## config.mk

```make
export PLATFORM = sky130hd
export DESIGN_NAME = instr_fetch_unit
export DESIGN_NICKNAME = d
export VERILOG_FILES = /design/src/rtl/instr_fetch_unit_pkg.sv /design/src/rtl/instr_fetch_unit_pc_register.sv /design/src/rtl/instr_fetch_unit.sv
export SDC_FILE = /design/constraint.sdc
export NUM_CORES = 1
export LEC_CHECK = 0
export ABC_AREA = 1
export ABC_CLOCK_PERIOD_IN_PS = 1800
export BUFFER_PORTS_ARGS = -buffer_cell sky130_fd_sc_hd__buf_2
export CORE_MARGIN = 3
export CORE_UTILIZATION = 44
export CTS_BUF_LIST = sky130_fd_sc_hd__clkbuf_16
export DETAILED_ROUTE_END_ITERATION = 10
export GPL_TIMING_DRIVEN = 0
export PLACE_DENSITY = 0.82
export SLEW_MARGIN = 25
export SYNTH_ARGS = -nofsm -noshare
export SYNTH_HDL_FRONTEND = slang
export SYNTH_HIERARCHICAL = 1
export SYNTH_SLANG_ARGS = --single-unit
export TNS_END_PERCENT = 20
```

## constraint.sdc

```tcl
create_clock -name clk -period 1.8 [get_ports clk]
set_clock_uncertainty 0.1 [all_clocks]
set_input_delay 0.36 -clock clk [delete_from_list [all_inputs] [get_ports clk]]
set_output_delay 0.36 -clock clk [all_outputs]
set_load 0.02 [all_outputs]
```

## src/rtl/instr_fetch_unit_pkg.sv

```systemverilog
// Shared fetch-stage definitions: FSM encoding, address-mux select values and
// default bus widths used by the RAM, datapath and controller.
package instr_fetch_unit_pkg;

  localparam int DEF_ADDR_W  = 8;
  localparam int DEF_INSTR_W = 16;

  typedef enum logic [1:0] {
    ST_IDLE = 2'd0,
    ST_ADDR = 2'd1,
    ST_WAIT = 2'd2,
    ST_LOAD = 2'd3
  } fetch_state_e;

  localparam logic MSEL_PC   = 1'b0;
  localparam logic MSEL_DATA = 1'b1;

endpackage

```

## src/rtl/instr_fetch_unit_pc_register.sv

```systemverilog
// Program counter register: async reset, load priority branch > increment > hold.
module pc_register #(
  parameter int          ADDR_W    = 8,
  parameter logic [ADDR_W-1:0] RESET_VAL = '0
) (
  input  logic              clk,
  input  logic              rst,
  input  logic              load_en,
  input  logic [ADDR_W-1:0] load_val,
  input  logic              inc_en,
  output logic [ADDR_W-1:0] pc
);

  logic [ADDR_W-1:0] pc_q;
  logic [ADDR_W-1:0] pc_d;

  always_comb begin
    pc_d = pc_q;
    if (load_en) begin
      pc_d = load_val;
    end else if (inc_en) begin
      // Natural modulo-2^ADDR_W wrap from the top address back to zero.
      pc_d = pc_q + ADDR_W'(1);
    end
  end

  always_ff @(posedge clk or posedge rst) begin
    if (rst) begin
      pc_q <= RESET_VAL;
    end else begin
      pc_q <= pc_d;
    end
  end

  assign pc = pc_q;

endmodule

```

## src/rtl/instr_fetch_unit.sv

```systemverilog
// Fetch stage: owns the PC, muxes the RAM address and loads the instruction register.
// Optional FETCH_COUNT_EN adds a saturating count of completed fetches.
module instr_fetch_unit
  import instr_fetch_unit_pkg::*;
#(
  parameter int ADDR_W   = DEF_ADDR_W,
  parameter int INSTR_W  = DEF_INSTR_W,
  parameter int RESET_PC = 0,
  parameter int MEM_LAT  = 1
) (
  input  logic               clk,
  input  logic               reset,
  input  logic               fetch_req,
  input  logic               branch_en,
  input  logic [ADDR_W-1:0]  branch_target,
  input  logic               data_req,
  input  logic [ADDR_W-1:0]  data_addr,
  input  logic [INSTR_W-1:0] mdata,
  output logic [ADDR_W-1:0]  mem_addr,
  output logic               msel,
  output logic [INSTR_W-1:0] instruction,
  output logic               instr_valid,
  output logic               busy,
  output logic [ADDR_W-1:0]  pc,
  output logic [1:0]         dbg_state
`ifdef FETCH_COUNT_EN
  ,
  output logic [15:0]        fetch_count
`endif
);

  localparam int CNT_W = (MEM_LAT > 1) ? $clog2(MEM_LAT) : 1;

  // Handshake: fetch_req is taken only in IDLE; the fetch ends with a one-cycle
  // instr_valid pulse, and busy stays high from the accepting edge until then.

  fetch_state_e       state_q, state_d;
  logic [CNT_W-1:0]   cnt_q, cnt_d;
  logic [INSTR_W-1:0] instr_q, instr_d;
  logic               valid_q, valid_d;
  logic               pc_load, pc_inc;

  pc_register #(
    .ADDR_W    (ADDR_W),
    .RESET_VAL (ADDR_W'(RESET_PC))
  ) u_pc (
    .clk      (clk),
    .rst      (reset),
    .load_en  (pc_load),
    .load_val (branch_target),
    .inc_en   (pc_inc),
    .pc       (pc)
  );

  always_comb begin
    state_d = state_q;
    cnt_d   = cnt_q;
    instr_d = instr_q;
    pc_load = 1'b0;
    pc_inc  = 1'b0;
    case (state_q)
      ST_IDLE: begin
        pc_load = branch_en;
        if (fetch_req) state_d = ST_ADDR;
      end
      ST_ADDR: begin
        cnt_d = CNT_W'(MEM_LAT - 1);
        if (!data_req) state_d = ST_WAIT;
      end
      ST_WAIT: begin
        // A data access steals the RAM port, so the in-flight read is discarded.
        if (data_req) begin
          state_d = ST_ADDR;
        end else if (cnt_q != '0) begin
          cnt_d = cnt_q - CNT_W'(1);
        end else begin
          instr_d = mdata;
          state_d = ST_LOAD;
        end
      end
      ST_LOAD: begin
        pc_inc  = 1'b1;
        state_d = ST_IDLE;
      end
      default: state_d = ST_IDLE;
    endcase
    valid_d = (state_d == ST_LOAD);
  end

  always_ff @(posedge clk or posedge reset) begin
    if (reset) begin
      state_q <= ST_IDLE;
      cnt_q   <= '0;
      instr_q <= '0;
      valid_q <= 1'b0;
    end else begin
      state_q <= state_d;
      cnt_q   <= cnt_d;
      instr_q <= instr_d;
      valid_q <= valid_d;
    end
  end

`ifdef FETCH_COUNT_EN
  logic [15:0] fcnt_q, fcnt_d;

  always_comb begin
    fcnt_d = fcnt_q;
    if (state_q == ST_LOAD && fcnt_q != 16'hFFFF) fcnt_d = fcnt_q + 16'd1;
  end

  always_ff @(posedge clk or posedge reset) begin
    if (reset) begin
      fcnt_q <= '0;
    end else begin
      fcnt_q <= fcnt_d;
    end
  end

  assign fetch_count = fcnt_q;
`endif

  assign mem_addr    = data_req ? data_addr : pc;
  assign msel        = data_req ? MSEL_DATA : MSEL_PC;
  assign instruction = instr_q;
  assign instr_valid = valid_q;
  assign busy        = (state_q != ST_IDLE);
  assign dbg_state   = state_q;

endmodule

```

==> summary.md <==
| Metric | Value |
|---|---|
| Outcome | `completed` |
| Critical path type | `register to primary output` |
| Flops & latches, synth | `27` |
| Final Hold Viols | `0` |
| Core Region | `0.002900 mm2` |
| Total of max-cap violations | `0` |
| Required @ worst endpoint | `1.34 ns` |
| Max clock buf depth | `2` |
| CTS tree | `yes` |
| CP top delay family | `buffers and inverters` |
| Worst-path clk slew | `0.06 ns` |
| TritonRoute pass-1 iters | `4` |
| Global Route Usage Sum | `18.85%` |
| DRC violations left | `0` |
| Fin nets | `296` |
| Area Growth Syn to Fin | `36.70%` |
| Antenna violations before repair | `0` |
| IO buf count | `72` |
| Placed cell areas | `0.001824 mm2` |
| Vias | `1,456` |
| Final setup margin | `0.1384 ns` |
| GP Congestion | `0.8079` |
| Critical path peak fanout | `10` |
| Max rail drop VDD | `0.0008443 V` |
| Starting Density | `48.66%` |
| Clk sinks | `27` |
| Final wirelength | `3524 um` |
| Seq/Total Area, Yosys | `47.87%` |
| Final setup fails | `0` |
| Share of post-route cells with drive strength above 1 | `36.58%` |
| Most frequent cells in the layout | `74 x buf_2, 59 x nand2_1, 29 x nand3_1` |
| Number of global-route vias before repair | `1,400` |
| Critical path's largest stage delay | `0.41 ns` |
| Commonest non-fill, non-tap cell in the layout | `buf_2` |
| Tcrit/Tclk final | `92.31%` |
| Unrepaired setup endpoints after global routing | `false` |
| CP bufs+invs | `3` |
| Die width | `62.64 um` |
| DR iter-0 viols | `90` |
| Syn avg cell area | `7.885 um2` |
| Pin count of the biggest net entering global routing | `20` |
| Cell Pwr Density | `1676 mW/mm2` |
| Leak | `1.140 nW` |
| # diodes | `0` |
| Synth Area in XOR/XNOR | `0.6206%` |
| Crit. End Element | `primary output` |
| Syn_nets | `217` |
| CP startpoint kind | `register` |
| Fmax | `601.8 MHz` |
| Num CTS Buffers | `3` |
| Fin crit period | `1.662 ns` |
| Core Util, Final | `66.52%` |
| Synth Area in Compound Gates | `8.511%` |
| Final ANT Viol Nets | `0` |
| Vias/cell | `4.870` |
| Slew @ Worst Pin | `0.7061 ns` |
| Placement Rows | `19` |
| Crit-path slowest cell | `dfrtp_1` |
| Final Max Slew Viols | `0` |
| First-pass GRT wire length | `6099 um` |
| Gr ovfl total | `0` |
| Die area | `0.003923 mm2` |
| Final instance area | `0.001929 mm2` |
| Detailed-route wire length per cell | `11.79 um` |
| YS warnings | `6` |
| Synth Cell Area | `0.001411 mm2` |
| Htree depth | `1` |
| Clk_lat worst skew | `0.25 ns` |
| Hpwl dp | `2659 um` |
| Adder-Cell Fraction of Synth Area | `0.8865%` |
| Synth unique cells | `22` |
| Simple-gate share of the synthesized area | `31.74%` |
| Worst hold-check path type | `input pin to register` |
| Critical-path cell list | `clkbuf_4 -> nor2_2 -> inv_1 -> buf_2` |
| Die H | `62.64 um` |
| TNS Setup | `0 ns` |
| Worst path arrival time | `1.20 ns` |
| Proportion of synthesized area in mux cells | `0%` |
| Largest family of logic cells by synthesized area | `simple AND/OR/NAND/NOR gates` |
| Clk root buf | `clkbuf_16` |
| Relative slew slack | `52.87%` |
| DP Worst Slack | `0.1376 ns` |
| Cells after Synth | `179` |
| Ports | `74` |
## repair_timing
| item | 4_1_cts | 5_1_grt |
|---|---|---|
| hold buffers | 1 | 0 |
| resized for setup | 0 | 4 |
| setup endpoints to repair | 0 | 8 |
| endpoints found under the hold margin | 8 | 0 |
| setup buffers | 0 | 1 |
## metal layers
metal | up-vias | wire length [um] | track usage [%]
li1 | 722 | - | -
met1 | 667 | 1413 | 22.31
met2 | 61 | 1786 | 34.62
met3 | 6 | 292 | 3.058
met4 | 0 | 33 | 5.785
met5 | - | 0 | 0
## logic make-up after synthesis
logic type      count (synthesis)
flops                          27
simple gates                   99
xor+xnor                        1
compound gates                 20
fa+ha+maj                       1
buf+inv                        31
## cell usage after synthesis (all sizes together)
| cell | instances | share of area (%) |
|---|---|---|
| buf | 8 | 4.3 |
| a21oi | 2 | 0.71 |
| o21bai | 2 | 1.1 |
| ha | 1 | 0.89 |
| a22oi | 6 | 3.2 |
| o21ai | 10 | 3.5 |
| xor2 | 1 | 0.62 |
| nor2 | 8 | 4.2 |
| inv | 23 | 6.1 |
| nand3 | 29 | 10 |
| dfrtp | 27 | 48 |
| nand2 | 61 | 17 |
| nor3 | 1 | 0.35 |
## metrics by stage
stage          power (W)  hold WS (ns)  std cells
5_1_grt         0.003503        0.2399        299
3_3_place_gp    0.002695        0.2311        293
4_1_cts         0.003224        0.2210        298
3_5_place_dp    0.002729        0.2358        293
6_report        0.003233        0.2215        299
2_1_floorplan   0.002190       0.07566        179
## sequential cells by signal, indices dropped and copies added (netlist names)
signal,count
instr_valid,1
instruction,16
u_pc/pc,8
dbg_state,2
## final timing paths
kind | from | endpoint | slack [ns] | cells after the start
min reg2reg | instruction[14] | instruction[14] | 0.37 | 2
max in group asynchronous | reset | instruction[4] | 0.47 | 3
min in group asynchronous | reset | u_pc/pc[6] | 0.52 | 3
max | dbg_state[1] | busy | 0.14 | 4
min | branch_target[1] | u_pc/pc[1] | 0.22 | 3
max reg2reg | dbg_state[1] | u_pc/pc[4] | 0.18 | 10
## layout make-up
cell class	count	area (um2)
Tap cell	42	52.55
Fill cell	267	970.9
Clock inverter	1	3.754
Multi-Input combinational cell	121	591.8
Timing Repair Buffer	74	377.9
Sequential cell	27	675.6
Clock buffer	3	75.07
Inverter	23	86.33
Buffer	8	66.31
## report_power, final
group | total [W] | switching, W | internal [W]
clock network | 0.000479 | 0.000182 | 0.000296
logic | 0.00161 | 0.00104 | 0.000572
registers | 0.00114 | 0.000263 | 0.000880
total | 0.00323 | 0.00149 | 0.00175
## worst min-delay path, delay by kind of cell
kind | cells | cell delay, ns
buffers and inverters | 1 | 0.07
AND/OR/NAND/NOR | 2 | 0.11
Power figures use the tool's default switching activity.
